<file path="config.mk">
export PLATFORM = sky130hd
export DESIGN_NAME = exe_muldiv_ctrl
export DESIGN_NICKNAME = d
export VERILOG_FILES = /design/src/rtl/exe_muldiv_ctrl.sv
export SDC_FILE = /design/constraint.sdc
export NUM_CORES = 2
export LEC_CHECK = 0
export BUFFER_PORTS_ARGS = -buffer_cell sky130_fd_sc_hd__buf_2
export CAP_MARGIN = 20
export CELL_PAD_IN_SITES_DETAIL_PLACEMENT = 0
export CELL_PAD_IN_SITES_GLOBAL_PLACEMENT = 1
export CORE_MARGIN = 10
export CORE_UTILIZATION = 51
export DETAILED_ROUTE_END_ITERATION = 10
export PLACE_DENSITY_LB_ADDON = 0.1
export SLEW_MARGIN = 10
export SYNTH_ARGS = -nofsm -noshare
export SYNTH_HDL_FRONTEND = slang
export SYNTH_SLANG_ARGS = --single-unit
</file>
<file path="constraint.sdc">
create_clock -name clk -period 12.4 [get_ports clk]
set_input_delay 1.24 -clock clk [delete_from_list [all_inputs] [get_ports clk]]
set_output_delay 1.24 -clock clk [all_outputs]
set_load 0.05 [all_outputs]
</file>
<file path="src/rtl/exe_muldiv_ctrl.sv">
// EXE-stage sequencer for MULT/MULTU/DIV/DIVU: pipelined multiply, 32-step
// restoring divide, pipeline stall while busy and a one-cycle HI/LO result pulse.
module exe_muldiv_ctrl #(
  parameter int MUL_LAT = 2
) (
  input  logic        clk,
  input  logic        rst,
  input  logic        start_i,
  input  logic [1:0]  op_i,
  input  logic [31:0] src_a_i,
  input  logic [31:0] src_b_i,
  input  logic        cancel_i,
  output logic        stall_o,
  output logic        busy_o,
  output logic        done_o,
  output logic [31:0] hi_o,
  output logic [31:0] lo_o
);

  localparam logic [2:0] S_IDLE  = 3'd0;
  localparam logic [2:0] S_MUL   = 3'd1;
  localparam logic [2:0] S_DPREP = 3'd2;
  localparam logic [2:0] S_DITER = 3'd3;
  localparam logic [2:0] S_DONE  = 3'd4;

  localparam int PIPE_D    = (MUL_LAT > 1) ? MUL_LAT - 1 : 1;
  localparam int PIPE_LAST = PIPE_D - 1;
  localparam logic [4:0] MUL_CNT = 5'(MUL_LAT - 1);

  logic [2:0]  state_q, state_d;
  logic [4:0]  cnt_q, cnt_d;
  logic [1:0]  op_q, op_d;
  logic [31:0] a_q, a_d, b_q, b_d;
  logic [63:0] prod_q [PIPE_D];
  logic [63:0] prod_d [PIPE_D];
  logic [63:0] rq_q, rq_d;
  logic [31:0] dvs_q, dvs_d;
  logic        qneg_q, qneg_d, rneg_q, rneg_d;
  logic [31:0] hi_q, hi_d, lo_q, lo_d;

  logic        accept;
  logic        mul_sx;
  logic [63:0] mul_ea, mul_eb, mul_full;
  logic [31:0] a_abs, b_abs;
  logic        sub_ok;
  logic [31:0] rem_sub;
  logic [63:0] step;
  logic [31:0] quot_fix, rem_fix;

  assign accept = start_i & ~cancel_i & ((state_q == S_IDLE) | (state_q == S_DONE));

  // 64-bit truncated product of correctly extended operands serves MULT and MULTU alike.
  always_comb begin
    mul_sx   = ~op_i[0];
    mul_ea   = {{32{mul_sx & src_a_i[31]}}, src_a_i};
    mul_eb   = {{32{mul_sx & src_b_i[31]}}, src_b_i};
    mul_full = mul_ea * mul_eb;
  end

  always_comb begin
    a_abs = (~op_q[0] & a_q[31]) ? (32'd0 - a_q) : a_q;
    b_abs = (~op_q[0] & b_q[31]) ? (32'd0 - b_q) : b_q;
  end

  // Restoring step on {remainder, quotient}; the shifted remainder needs 33 bits.
  always_comb begin
    sub_ok   = rq_q[63:31] >= {1'b0, dvs_q};
    rem_sub  = rq_q[62:31] - dvs_q;
    step     = sub_ok ? {rem_sub, rq_q[30:0], 1'b1} : {rq_q[62:0], 1'b0};
    quot_fix = qneg_q ? (32'd0 - step[31:0])  : step[31:0];
    rem_fix  = rneg_q ? (32'd0 - step[63:32]) : step[63:32];
  end

  always_comb begin
    state_d = state_q;
    cnt_d   = cnt_q;
    op_d    = op_q;
    a_d     = a_q;
    b_d     = b_q;
    rq_d    = rq_q;
    dvs_d   = dvs_q;
    qneg_d  = qneg_q;
    rneg_d  = rneg_q;
    hi_d    = hi_q;
    lo_d    = lo_q;
    prod_d[0] = prod_q[0];
    for (int i = 1; i < PIPE_D; i++) begin
      prod_d[i] = prod_q[i-1];
    end

    case (state_q)
      S_MUL: begin
        cnt_d = cnt_q - 5'd1;
        if (cancel_i) begin
          state_d = S_IDLE;
        end else if (cnt_q == 5'd1) begin
          state_d = S_DONE;
          hi_d    = prod_q[PIPE_LAST][63:32];
          lo_d    = prod_q[PIPE_LAST][31:0];
        end
      end
      S_DPREP: begin
        if (cancel_i) begin
          state_d = S_IDLE;
        end else begin
          rq_d    = {32'd0, a_abs};
          dvs_d   = b_abs;
          qneg_d  = ~op_q[0] & (a_q[31] ^ b_q[31]);
          rneg_d  = ~op_q[0] & a_q[31];
          cnt_d   = 5'd31;
          state_d = S_DITER;
        end
      end
      S_DITER: begin
        if (cancel_i) begin
          state_d = S_IDLE;
        end else begin
          rq_d  = step;
          cnt_d = cnt_q - 5'd1;
          if (cnt_q == 5'd0) begin
            state_d = S_DONE;
            hi_d    = rem_fix;
            lo_d    = quot_fix;
          end
        end
      end
      S_DONE: state_d = S_IDLE;
      default: state_d = S_IDLE;
    endcase

    // A new operation may start from IDLE or straight out of DONE.
    if (accept) begin
      op_d = op_i;
      a_d  = src_a_i;
      b_d  = src_b_i;
      if (!op_i[1]) begin
        prod_d[0] = mul_full;
        if (MUL_LAT == 1) begin
          state_d = S_DONE;
          hi_d    = mul_full[63:32];
          lo_d    = mul_full[31:0];
        end else begin
          state_d = S_MUL;
          cnt_d   = MUL_CNT;
        end
      end else if (src_b_i == 32'd0) begin
        state_d = S_DONE;
        hi_d    = src_a_i;
        lo_d    = 32'hFFFF_FFFF;
      end else begin
        state_d = S_DPREP;
      end
    end
  end

  always_ff @(posedge clk) begin
    if (rst) begin
      state_q <= S_IDLE;
      cnt_q   <= '0;
      op_q    <= '0;
      a_q     <= '0;
      b_q     <= '0;
      rq_q    <= '0;
      dvs_q   <= '0;
      qneg_q  <= 1'b0;
      rneg_q  <= 1'b0;
      hi_q    <= '0;
      lo_q    <= '0;
      for (int i = 0; i < PIPE_D; i++) begin
        prod_q[i] <= '0;
      end
    end else begin
      state_q <= state_d;
      cnt_q   <= cnt_d;
      op_q    <= op_d;
      a_q     <= a_d;
      b_q     <= b_d;
      rq_q    <= rq_d;
      dvs_q   <= dvs_d;
      qneg_q  <= qneg_d;
      rneg_q  <= rneg_d;
      hi_q    <= hi_d;
      lo_q    <= lo_d;
      for (int i = 0; i < PIPE_D; i++) begin
        prod_q[i] <= prod_d[i];
      end
    end
  end

  assign busy_o  = (state_q == S_MUL) | (state_q == S_DPREP) | (state_q == S_DITER);
  assign done_o  = (state_q == S_DONE);
  assign stall_o = busy_o | accept;
  assign hi_o    = hi_q;
  assign lo_o    = lo_q;

endmodule

</file>
==> flow_summary.toml <==
[run_status]
outcome = "finished, final reports clean"

[cts]
htreeDepth = 1
cts_buffer_depth = 3
cts-root-buf = "clkbuf_16"
cts_setup_buffers = 0
cts_tree = "built"
cts_resized = 0
cts_sinks = 299
clk_latency_ns = 0.60
postCtsHoldBufs = 0
cts_buffers = 30
clk_pin_slew_ns = 0.07

[worst_setup_path]
crit_path_start_kind = "primary input"
crit_path_frequent_cell = "fa_1"
worst_ep_arrival_time_ns = 10.43
critPathKind = "in2reg"
critical_path_peak_fanout = 25
worstPathRequired_ns = 12.92
critPathSlowestCell = "a2111oi_1"
critPathMaxStageDelay_ns = 0.94
endpoint_kind = "register"

[logic_synthesis]
synthFlopType = "dfxtp_1"
syn_area_mm2 = 0.0553
synth_common_cells = "inv_1 (1,200), fa_1 (1,126), nand2_1 (1,099)"
synth_edf_count = 0
synth_top_area_cell = "fa_1"
async_reset_ff_share_pct = 0
syn_avg_cell_area_um2 = 8.52
synth_most_common_cell = "inv_1"
synth-seq-cells = 299
synth_top_area_share_pct = 40.8
syn_inst = 6487
yosys.cell_types.count = 93
synthesis.nets = 7935
ys_warn_count = 0
yosysSeqAreaShare_pct = 10.8
synth.area.top_cells = "fa_1 (41%), dfxtp_1 (11%), inv_1 (8.1%)"

[layout]
syn2layout_area_growth_pct = 4.73
num-fill-cells = 10234
postLayoutCellArea_mm2 = 0.0579
final_util_pct = 53.9
drive_gt1_share_pct = 5.59
fin_cells = 7748
nets = 7760

[timing]
finClkSkew_ns = 0.0122
setup_viol = 0
fin_crit_ns = 9.91
slew_viol_final = 0
final-hold-violation-count = 0
relSlewSlack_pct = 23.8
grt_setup_unrepaired = "no"
fin_setup_tns_ns = 0
max_freq_mhz = 101
worst-slew-pin-transition_ns = 1.14
timing.final.crit_share_pct = 79.9

[global_route]
overflow = 0
grt_pass1_vias = 45334
grt_pass1_wl_mm = 288
grt.total_usage_pct = 31.1
antenna_found_initial = 14
grt_start_max_net_pins = 203

[floorplanning]
ios = 137
dieArea_mm2 = 0.122
rows = 120
fp.dieW_um = 349
core_mm2 = 0.107
fp.dieH_um = 349
initial_core_util_pct = 51.5

[placement]
io_buffers = 136
hpwlAfterDp_mm = 143
placed_area_mm2 = 0.0568
gp_congestion = 0.948
dpl.cell_count = 7682

[route]
ant_nets = 0
drt_iter0_markers = 4011
wl_mm = 189
num_vias = 44531
wire_per_inst_um = 24.4
dr.pass1.iters = 5
viasPerCell = 5.75
drcViolationCount = 0

[hold_path]
hp-class = "reg2reg"

[run]
max_cap_violations = 0
-- metal layers --
layer	share of wire [%]	GRT usage [%]	wire length, um
met3	9.4	5.87	17800
met2	45	48.5	84600
met4	2.9	7.82	5540
met1	43	44.1	81200
met5	0.0069	0	13
-- critical path: cells and delay by family --
family          cells  cell delay [ns]
compound gates      6             2.11
fa+ha+maj           9             4.58
buf+inv             7             1.33
simple gates        4             0.99
xor+xnor            1             0.16
-- worst paths after layout --
kind	end	slack [ns]	depth (start not counted)	startpoint
min reg2reg	prod_q[0][18]	0.45	2	prod_q[0][18]
max	prod_q[0][61]	2.49	27	src_b_i[9]
max reg2reg	lo_o[26]	7.03	18	dvs_q[3]
min	prod_q[0][18]	0.45	2	prod_q[0][18]
-- state kept, by name, indices dropped and copies added (netlist names) --
name and count:
prod_q 64, rq_q 64, a_q 32, b_q 32, dvs_q 32, hi_o 32
lo_o 32, cnt_q 5, state_q 3, op_q 1, qneg_q 1, rneg_q 1
-- logic make-up (layout without fill, tap and decap cells) --
group	after synthesis	in the layout	share of synthesized area, %
compound gates	913	913	11.1
other cells	0	10	0
flops	299	299	10.8
simple gates	2046	2046	17.0
fa+ha+maj	1378	1378	46.5
xor+xnor	189	189	2.99
mux	20	20	0.383
buf+inv	1642	1490	11.2
-- placed cells by master (no fill, tap or decap), drive strengths merged, types with 10 or more instances in the layout --
cell type and count:
o21ai 111, o31ai 26, inv 1205, a221o 23, or3 18, o221ai 32, nand2b 24, a21oi 340
ha 252, nor4 36, or2 14, and3 21, nand2 1099, a211oi 48, clkinv 10, nand3 50
a21o 54, xor2 67, xnor2 122, a22oi 29, diode 10, clkbuf 35, o21bai 10, and2 393
nor2 247, nand4 27, nor3 66, o41ai 15, a22o 15, a221oi 50, o211ai 51, nor2b 16
a31oi 22, fa 1126, mux2i 14, buf 233, o21a 12, dfxtp 299
-- cell type report --
| cell class | count | area [um^2] | area share, % |
|---|---|---|---|
| Multi-Input combinational cell | 4546 | 43100 | 74.5 |
| Sequential cell | 299 | 5990 | 10.3 |
| Inverter | 1202 | 4510 | 7.79 |
| Tap cell | 1403 | 1760 | 3.03 |
| Timing Repair Buffer | 233 | 1440 | 2.49 |
| Clock buffer | 35 | 811 | 1.40 |
| Clock inverter | 20 | 231 | 0.400 |
| Antenna cell | 10 | 25.0 | 0.0432 |
-- stage by stage --
stage	hold WS [ns]	worst slack (ns)
3_5_place_dp	0.445	1.94
3_3_place_gp	0.441	1.96
5_1_grt	0.475	2.24
2_1_floorplan	0.421	3.44
4_1_cts	0.454	2.54
6_report	0.453	2.49
Power is not shown: default switching activity piles up to over one toggle a cycle in this logic, so the estimate is an artifact.
